===== config.mk =====
export PLATFORM = sky130hd
export DESIGN_NAME = apb2axi_wr_sequencer
export DESIGN_NICKNAME = d
export VERILOG_FILES = /design/src/rtl/apb2axi_pkg.sv /design/src/rtl/apb2axi_wr_sequencer.sv
export SDC_FILE = /design/constraint.sdc
export NUM_CORES = 1
export LEC_CHECK = 0
export CAP_MARGIN = 20
export CORE_MARGIN = 2
export CORE_UTILIZATION = 34
export DETAILED_ROUTE_END_ITERATION = 6
export PLACE_DENSITY_LB_ADDON = 0.05
export SETUP_SLACK_MARGIN = 0.2
export SYNTH_ARGS = -nofsm -noshare
export SYNTH_HDL_FRONTEND = slang
export SYNTH_SLANG_ARGS = --single-unit

===== constraint.sdc =====
create_clock -name ACLK -period 2.3 [get_ports ACLK]
set_clock_uncertainty 0.1 [all_clocks]
set_input_delay 0.23 -clock ACLK [delete_from_list [all_inputs] [get_ports ACLK]]
set_output_delay 0.23 -clock ACLK [all_outputs]
set_load 0.02 [all_outputs]

===== src/rtl/apb2axi_pkg.sv =====
// Shared types and constants for the APB-to-AXI3 bridge write path.
package apb2axi_pkg;

  localparam int AXI_ID_W   = 4;
  localparam int AXI_ADDR_W = 32;
  localparam int AXI_DATA_W = 32;

  localparam logic [1:0] AXI_BURST_INCR  = 2'b01;
  localparam logic [1:0] AXI_RESP_OKAY   = 2'b00;
  localparam logic [1:0] AXI_RESP_SLVERR = 2'b10;

  // WS_ADDR_DATA is only reachable when AW and W are allowed to overlap.
  typedef enum logic [2:0] {
    WS_IDLE      = 3'd0,
    WS_ADDR      = 3'd1,
    WS_DATA      = 3'd2,
    WS_RESP      = 3'd3,
    WS_CPL       = 3'd4,
    WS_ADDR_DATA = 3'd5
  } wr_seq_state_e;

  typedef struct packed {
    logic [AXI_ID_W-1:0]   id;
    logic [AXI_ADDR_W-1:0] addr;
    logic [3:0]            len;
    logic [2:0]            size;
  } wr_req_t;

endpackage


===== src/rtl/apb2axi_wr_sequencer.sv =====
// Single-outstanding AXI3 write sequencer: request -> AW -> W beats -> B -> completion.
// Define APB2AXI_AW_W_OVERLAP_EN to issue AW and W concurrently from one ADDR_DATA state.
module apb2axi_wr_sequencer
  import apb2axi_pkg::*;
#(
  parameter int ID_WIDTH   = AXI_ID_W,
  parameter int ADDR_WIDTH = AXI_ADDR_W,
  parameter int DATA_WIDTH = AXI_DATA_W,
  parameter int STRB_WIDTH = DATA_WIDTH / 8
) (
  input  logic                  ACLK,
  input  logic                  ARESET,
  input  logic                  req_valid,
  output logic                  req_ready,
  input  logic [ID_WIDTH-1:0]   req_id,
  input  logic [ADDR_WIDTH-1:0] req_addr,
  input  logic [3:0]            req_len,
  input  logic [2:0]            req_size,
  input  logic                  wd_valid,
  output logic                  wd_ready,
  input  logic [DATA_WIDTH-1:0] wd_data,
  input  logic [STRB_WIDTH-1:0] wd_strb,
  output logic [ID_WIDTH-1:0]   AWID,
  output logic [ADDR_WIDTH-1:0] AWADDR,
  output logic [3:0]            AWLEN,
  output logic [2:0]            AWSIZE,
  output logic [1:0]            AWBURST,
  output logic [1:0]            AWLOCK,
  output logic [3:0]            AWCACHE,
  output logic [2:0]            AWPROT,
  output logic                  AWVALID,
  input  logic                  AWREADY,
  output logic [DATA_WIDTH-1:0] WDATA,
  output logic [STRB_WIDTH-1:0] WSTRB,
  output logic                  WLAST,
  output logic                  WVALID,
  input  logic                  WREADY,
  input  logic [ID_WIDTH-1:0]   BID,
  input  logic [1:0]            BRESP,
  input  logic                  BVALID,
  output logic                  BREADY,
  output logic                  cpl_valid,
  input  logic                  cpl_ready,
  output logic [ID_WIDTH-1:0]   cpl_id,
  output logic [1:0]            cpl_resp,
  output logic                  cpl_id_err,
  output wr_seq_state_e         dbg_state
);

  // Every channel transfers on a cycle where valid && ready are both high at the
  // rising edge; a source never withdraws valid or alters payload before that edge.

  wr_seq_state_e         state_q, state_d;
  logic [ID_WIDTH-1:0]   id_q;
  logic [ADDR_WIDTH-1:0] addr_q;
  logic [3:0]            len_q;
  logic [2:0]            size_q;
  logic [3:0]            beat_q;
  logic [1:0]            cpl_resp_q;
  logic                  cpl_id_err_q;
  logic                  in_data;
  logic                  req_fire, aw_fire, w_fire, b_fire, w_last_fire;
`ifdef APB2AXI_AW_W_OVERLAP_EN
  logic                  aw_done_q, w_done_q;
`endif

  assign req_fire    = req_valid && req_ready;
  assign aw_fire     = AWVALID && AWREADY;
  assign w_fire      = WVALID && WREADY;
  assign w_last_fire = w_fire && WLAST;
  assign b_fire      = BVALID && BREADY;

  always_ff @(posedge ACLK or posedge ARESET) begin
    if (ARESET) state_q <= WS_IDLE;
    else        state_q <= state_d;
  end

  always_comb begin
    state_d = state_q;
    case (state_q)
      WS_IDLE: begin
`ifdef APB2AXI_AW_W_OVERLAP_EN
        if (req_fire) state_d = WS_ADDR_DATA;
`else
        if (req_fire) state_d = WS_ADDR;
`endif
      end
      WS_ADDR: if (aw_fire) state_d = WS_DATA;
      WS_DATA: if (w_last_fire) state_d = WS_RESP;
`ifdef APB2AXI_AW_W_OVERLAP_EN
      // AW and the last W beat may complete in either order or together.
      WS_ADDR_DATA:
        if ((aw_done_q || aw_fire) && (w_done_q || w_last_fire)) state_d = WS_RESP;
`endif
      WS_RESP: if (b_fire) state_d = WS_CPL;
      WS_CPL:  if (cpl_ready) state_d = WS_IDLE;
      default: state_d = WS_IDLE;
    endcase
  end

  always_comb begin
    req_ready = 1'b0;
    AWVALID   = 1'b0;
    in_data   = 1'b0;
    BREADY    = 1'b0;
    cpl_valid = 1'b0;
    case (state_q)
      WS_IDLE: req_ready = 1'b1;
      WS_ADDR: AWVALID   = 1'b1;
      WS_DATA: in_data   = 1'b1;
`ifdef APB2AXI_AW_W_OVERLAP_EN
      WS_ADDR_DATA: begin
        AWVALID = !aw_done_q;
        in_data = !w_done_q;
      end
`endif
      WS_RESP: BREADY    = 1'b1;
      WS_CPL:  cpl_valid = 1'b1;
      default: ;
    endcase
  end

  // W beats stream straight from the data buffer; only the framing is local.
  assign WVALID   = in_data && wd_valid;
  assign wd_ready = in_data && WREADY;
  assign WLAST    = in_data && (beat_q == len_q);
  assign WDATA    = wd_data;
  assign WSTRB    = wd_strb;

  assign AWID    = id_q;
  assign AWADDR  = addr_q;
  assign AWLEN   = len_q;
  assign AWSIZE  = size_q;
  assign AWBURST = AXI_BURST_INCR;
  assign AWLOCK  = 2'b00;
  assign AWCACHE = 4'b0000;
  assign AWPROT  = 3'b000;

  assign cpl_id     = id_q;
  assign cpl_resp   = cpl_resp_q;
  assign cpl_id_err = cpl_id_err_q;
  assign dbg_state  = state_q;

  always_ff @(posedge ACLK or posedge ARESET) begin
    if (ARESET) begin
      id_q         <= '0;
      addr_q       <= '0;
      len_q        <= '0;
      size_q       <= '0;
      beat_q       <= '0;
      cpl_resp_q   <= '0;
      cpl_id_err_q <= 1'b0;
    end else begin
      if (req_fire) begin
        id_q   <= req_id;
        addr_q <= req_addr;
        len_q  <= req_len;
        size_q <= req_size;
        beat_q <= '0;
      end
      if (w_fire) beat_q <= (beat_q == len_q) ? beat_q : beat_q + 4'd1;
      if (b_fire) begin
        cpl_resp_q   <= BRESP;
        cpl_id_err_q <= (BID != id_q);
      end
    end
  end

`ifdef APB2AXI_AW_W_OVERLAP_EN
  always_ff @(posedge ACLK or posedge ARESET) begin
    if (ARESET) begin
      aw_done_q <= 1'b0;
      w_done_q  <= 1'b0;
    end else if (req_fire) begin
      aw_done_q <= 1'b0;
      w_done_q  <= 1'b0;
    end else begin
      if (aw_fire)     aw_done_q <= 1'b1;
      if (w_last_fire) w_done_q  <= 1'b1;
    end
  end
`endif

endmodule

* Word-level counts from Yosys, hierarchy flattened *
Index checks and enable logic that the tools add are counted.

word-level totals
  register bits = 53
  latch bits = 0
  RAM bits = 0
  bits in read-only memories = 0
  input port bits = 93
  output and inout port bits = 107
  logic and storage cells = 47
  memories kept = 0

operators by class
  add/sub/neg operators = 1
  $mul = 0
  div/mod/pow operators = 0
  $lt $le $gt $ge = 0
  eq/ne operators = 12
  shifts and indexed selects = 0
  multiplexer cells = 14
  bitwise operators = 0
  reduce and logical (&&, ||, !) cells = 12

operators by type and width
  operator             count
  $mux 3               5
  $pmux 3 s5           1
  $mux 4               3
  $ne 2x2->1 const B   6
  $logic_and 1x1->1    8
  $eq 3x2->1 const B   2
  $mux 1               5
  $reduce_and 5->1     1
  $add 4x1->4 const B  1
  $eq 4x4->1           1
  $ne 4x4->1           1
  $eq 3x1->1 const B   1
  $eq 3x3->1 const B   1
  $logic_not 3->1      1
  $reduce_and 2->1     1
  $reduce_bool 2->1    1

* Depth between registers and ports, before layout *
  depth in word-level cells = 7
  depth in mapped cells = 6

* Worst setup path after synthesis *
Ideal clock, no wire load.

  kind = reg2reg
  from = register state_q[2] (netlist: dbg_state[2])
  to = register addr_q[0] (netlist: AWADDR[0])
  library setup time = 0.125 ns
  arrival time = 1.752 ns
  required time = 2.075 ns
  slack = 0.323 ns
  cell stages (with the launch flop) = 6
  path buffers = 2
  period minus slack after synthesis = 1.977 ns
  cells stage by stage = dfrtp_1 nor3_2 and2_4 buf_6 buf_4 mux2_2

between the ends
  longest elaborated chain between the ends = 3

RTL lines
  what                    line                         source
  from (decl)             apb2axi_wr_sequencer.sv:53   wr_seq_state_e state_q, state_d;
  from (signal assigned)  apb2axi_wr_sequencer.sv:75   else state_q <= state_d;
  $logic_not 3->1         apb2axi_wr_sequencer.sv:107  case (state_q)
  $mux 1                  apb2axi_wr_sequencer.sv:107
  named net req_ready     apb2axi_wr_sequencer.sv:14   output logic req_ready,
  $logic_and 1x1->1       apb2axi_wr_sequencer.sv:67   assign req_fire = req_valid && req_ready;
  to (signal assigned)    apb2axi_wr_sequencer.sv:156  addr_q <= req_addr;
  to (decl)               apb2axi_wr_sequencer.sv:55   logic [ADDR_WIDTH-1:0] addr_q;

The timed path passes the listed nets, and every way through them passes these cells.
A chain may end at the register's enable or synchronous reset.

* Worst setup path after layout *
  from = register state_q[2] (netlist: dbg_state[2])
  to = output port cpl_valid

between the ends
  longest elaborated chain between the ends = 2

RTL lines
  what        line                         source
  $eq 3x3->1  apb2axi_wr_sequencer.sv:107
  $mux 1      apb2axi_wr_sequencer.sv:107
  to (decl)   apb2axi_wr_sequencer.sv:42   output logic cpl_valid,

No other way between the ends.

==> results.md <==
- Outcome: finished, final reports clean
- Fill cells: 722
- Die width: between 90 and 100 um
- Vias: 1,746
- Seq/Total Area, Yosys: 0.503
- Starting DRT DRC Count: between 50 and 60
- Overall power: 5.10 mW
- Vias in the first global route: ~1,800
- MaxCap Viol Count: 0
- Reg power frac: 0.330
- Final ANT Viol Nets: 0
- Num ports: 200
- Tmin final: 2.02 ns
- RSZ-0062 raised after global routing: yes
- CP max FO: 7
- Critical Path RT: 1.97 ns
- Inst Count DP: between 300 and 400
- Core ar.: about 0.0076 mm^2
- Maximum vdd drop: 0.519 mV
- DP Worst Slack: roughly 0.32 ns
- Clock Power Share: 0.128
- Gp weighted congestion: 0.661
- Int Power: 3.23 mW
- CTS Sinks: 53
- Final Cell Area: approximately 0.0037 mm^2
- Net Sw Frac: 0.366
- Yosys reg bits: 53
- Final core utilization: 0.488
- Fin. max-slew vios: 0
- Worst Hold Class: primary input to asynchronous set/reset pin
- Clock root cell: clkbuf_8
- Ant. Diodes: 0
- First-pass GRT wire length: slightly below 9 mm
- Critical path data arrival time: about 1.7 ns
- Crit-path leading delay family: buffers and inverters
- WHS: 0.136 ns
- Final Non-Filler Cells: roughly 400
- Met1 Routed Length: 2.32 mm
- Synth unique cells: 33
- Switching power: 1.87 mW
- Initial Utilization: 0.346
- Die area: 0.00847 mm^2
- CTS tree: done
- Crit end category: output port
- WL met3: 667 um
- Pleak: 1.59 nW
- First-pass DRT Iterations: 4
- Vias per cell: between 4 and 5
- Clock Tree Buf Depth: 2
- Pin count of the biggest net entering global routing: 49
- Detailed placement HPWL: 4.20 mm
- Final Worst Setup Slack: around 0.28 ns
- Total global routing track utilization: 0.133
- Hold Violations, Final: 0
- Final wirelength: 5.74 mm
- Critical Path Start Type: flop
- Cts hold-fix bufs: 0
- Highest metal used: met4
- Wirelength per Cell: 14.7 um
- Final worst path period share: 0.877
- Avg Cell Area, Syn: 12.6 um^2
- Setup CP Type: flop to output port
- Post-Syn Area: 0.00264 mm^2
- Clk_lat worst skew: 0.30 ns
- Commonest non-fill, non-tap cell in the layout: clkdlybuf4s50_1
- Power Dens Cells: ~1400 mW/mm^2
- Slowest CP cell: clkdlybuf4s50_1
- Antenna violations before repair: 0
- Layout cells sized above 1: 0.205
- Cells after Synth: 209
- IO buf count: approximately 120
- YS warnings: 0
- Most frequent cells in the layout: clkdlybuf4s50_1 (110), dfrtp_1 (51), mux2_2 (41)
- Residual DRC: 0
- Area post-placement: 0.00357 mm^2
- Die span in y: around 90 um
- Grt ovf: 0
- Final TNS setup: 0 ns
- Area grow syn2layout: 40.9%
- Crit-path max cell delay: about 0.63 ns
- Worst Path Buf+Inv: 2
- # rows: 32
- Crit path cell chain: inv_1, nor3_1, clkdlybuf4s50_1
- Clock-pin slew on the worst setup and hold paths: roughly 0.09 ns
- CTS buffer count: 5
- Peak Freq: 0.496 GHz
- Met2 wire length: 2.62 mm
- Final Net Count: roughly 380
- Endpoints failing setup: 0
- Comb power frac: 0.543
- CTS H-Tree Depth: 2
worst paths after layout:
| check | slack, ns | startpoint | cells after the start | to |
|---|---|---|---|---|
| max in group asynchronous | 1.41 | ARESET | 3 | dbg_state[2]$_DFFE_PP0P_ |
| min in group ACLK | 0.36 | wd_data[14] | 0 | WDATA[14] |
| setup reg to reg | 0.48 | dbg_state[1]$_DFFE_PP0P_ | 5 | AWADDR[30]$_DFFE_PP0P_ |
| hold reg to reg | 0.38 | cpl_id_err$_DFFE_PP0P_ | 2 | cpl_id_err$_DFFE_PP0P_ |
| setup / recovery | 0.28 | dbg_state[2]$_DFFE_PP0P_ | 3 | cpl_valid |
| hold / removal | 0.14 | ARESET | 2 | AWADDR[8]$_DFFE_PP0P_ |
state kept, by name, summed over array words and instances, names as in the netlist:
name        flops
cpl_id_err      1
beat_q          4
dbg_state       3
AWID            4
AWSIZE          3
cpl_resp        2
AWLEN           4
AWADDR         32
synthesized netlist by cell type (all sizes together):
master | n | share of area
a31o | 1 | 0.0033
inv | 2 | 0.0029
nor2 | 3 | 0.0043
and4 | 1 | 0.0033
mux2i | 3 | 0.011
nor2b | 2 | 0.0047
a2111oi | 1 | 0.0033
mux2 | 47 | 0.20
nor4 | 1 | 0.0024
conb | 2 | 0.0029
xnor2 | 4 | 0.013
dfrtp | 53 | 0.50
nor3 | 2 | 0.0057
a21oi | 2 | 0.0038
o21ai | 2 | 0.0038
buf | 58 | 0.16
and2 | 5 | 0.013
nand2 | 3 | 0.0043
xor2 | 4 | 0.013
or3 | 1 | 0.0024
nor3b | 2 | 0.0076
nand3 | 2 | 0.0038
nand4 | 3 | 0.0071
nand2b | 1 | 0.0024
and3 | 2 | 0.0047
ha | 1 | 0.0047
o41ai | 1 | 0.0033
cells by family after synthesis:
logic type,after synthesis,synth area share
AOI/OAI and AO/OA,7,0.0176
other,2,0.00285
DFF,53,0.503
adders and majority gates,1,0.00475
muxes,50,0.212
and+or+nand+nor,28,0.0655
buffers and inverters,60,0.167
xor gates and xnor gates,8,0.0266
what timing repair did:
| action | CTS | global route |
|---|---|---|
| resized for setup | 4 | 6 |
| setup endpoints to repair | 3 | 6 |
| pin swaps | 1 | 0 |
| setup buffers | 1 | 0 |
cell type report:
cell class / instances / area, um^2 / share of cell area
clock buffer: 7 / 86.3 / 0.0232
clock inverter: 1 / 30.0 / 0.00809
inverter: 2 / 7.51 / 0.00202
multi-input combinational: 105 / 908 / 0.245
sequential: 53 / 1330 / 0.358
tap: 102 / 128 / 0.0344
timing repair buffer: 120 / 1220 / 0.330
power by group through the flow:
stage	combinational (mW)	clock, mW	sequential (mW)
CTS	2.81	0.689	1.69
floorplan	1.13	0	2.20
finish	2.77	0.651	1.68
detailed placement	2.78	0	1.70
global route	2.93	0.723	1.76
global placement	2.79	0	1.68
worst reg2reg max path, delay by kind of cell, from the launching register on:
family,cells,cell delay [ns]
buffers and inverters,2,0.42
DFF,1,0.40
muxes,1,0.41
and+or+nand+nor,2,0.37
per-layer routing:
| metal | track usage | up-vias |
|---|---|---|
| li1 | - | 796 |
| met1 | 0.158 | 837 |
| met2 | 0.205 | 92 |
| met3 | 0.0657 | 21 |
| met4 | 0.0535 | 0 |
| met5 | 0 | - |
Note: power is estimated with default switching activity, not from simulation.
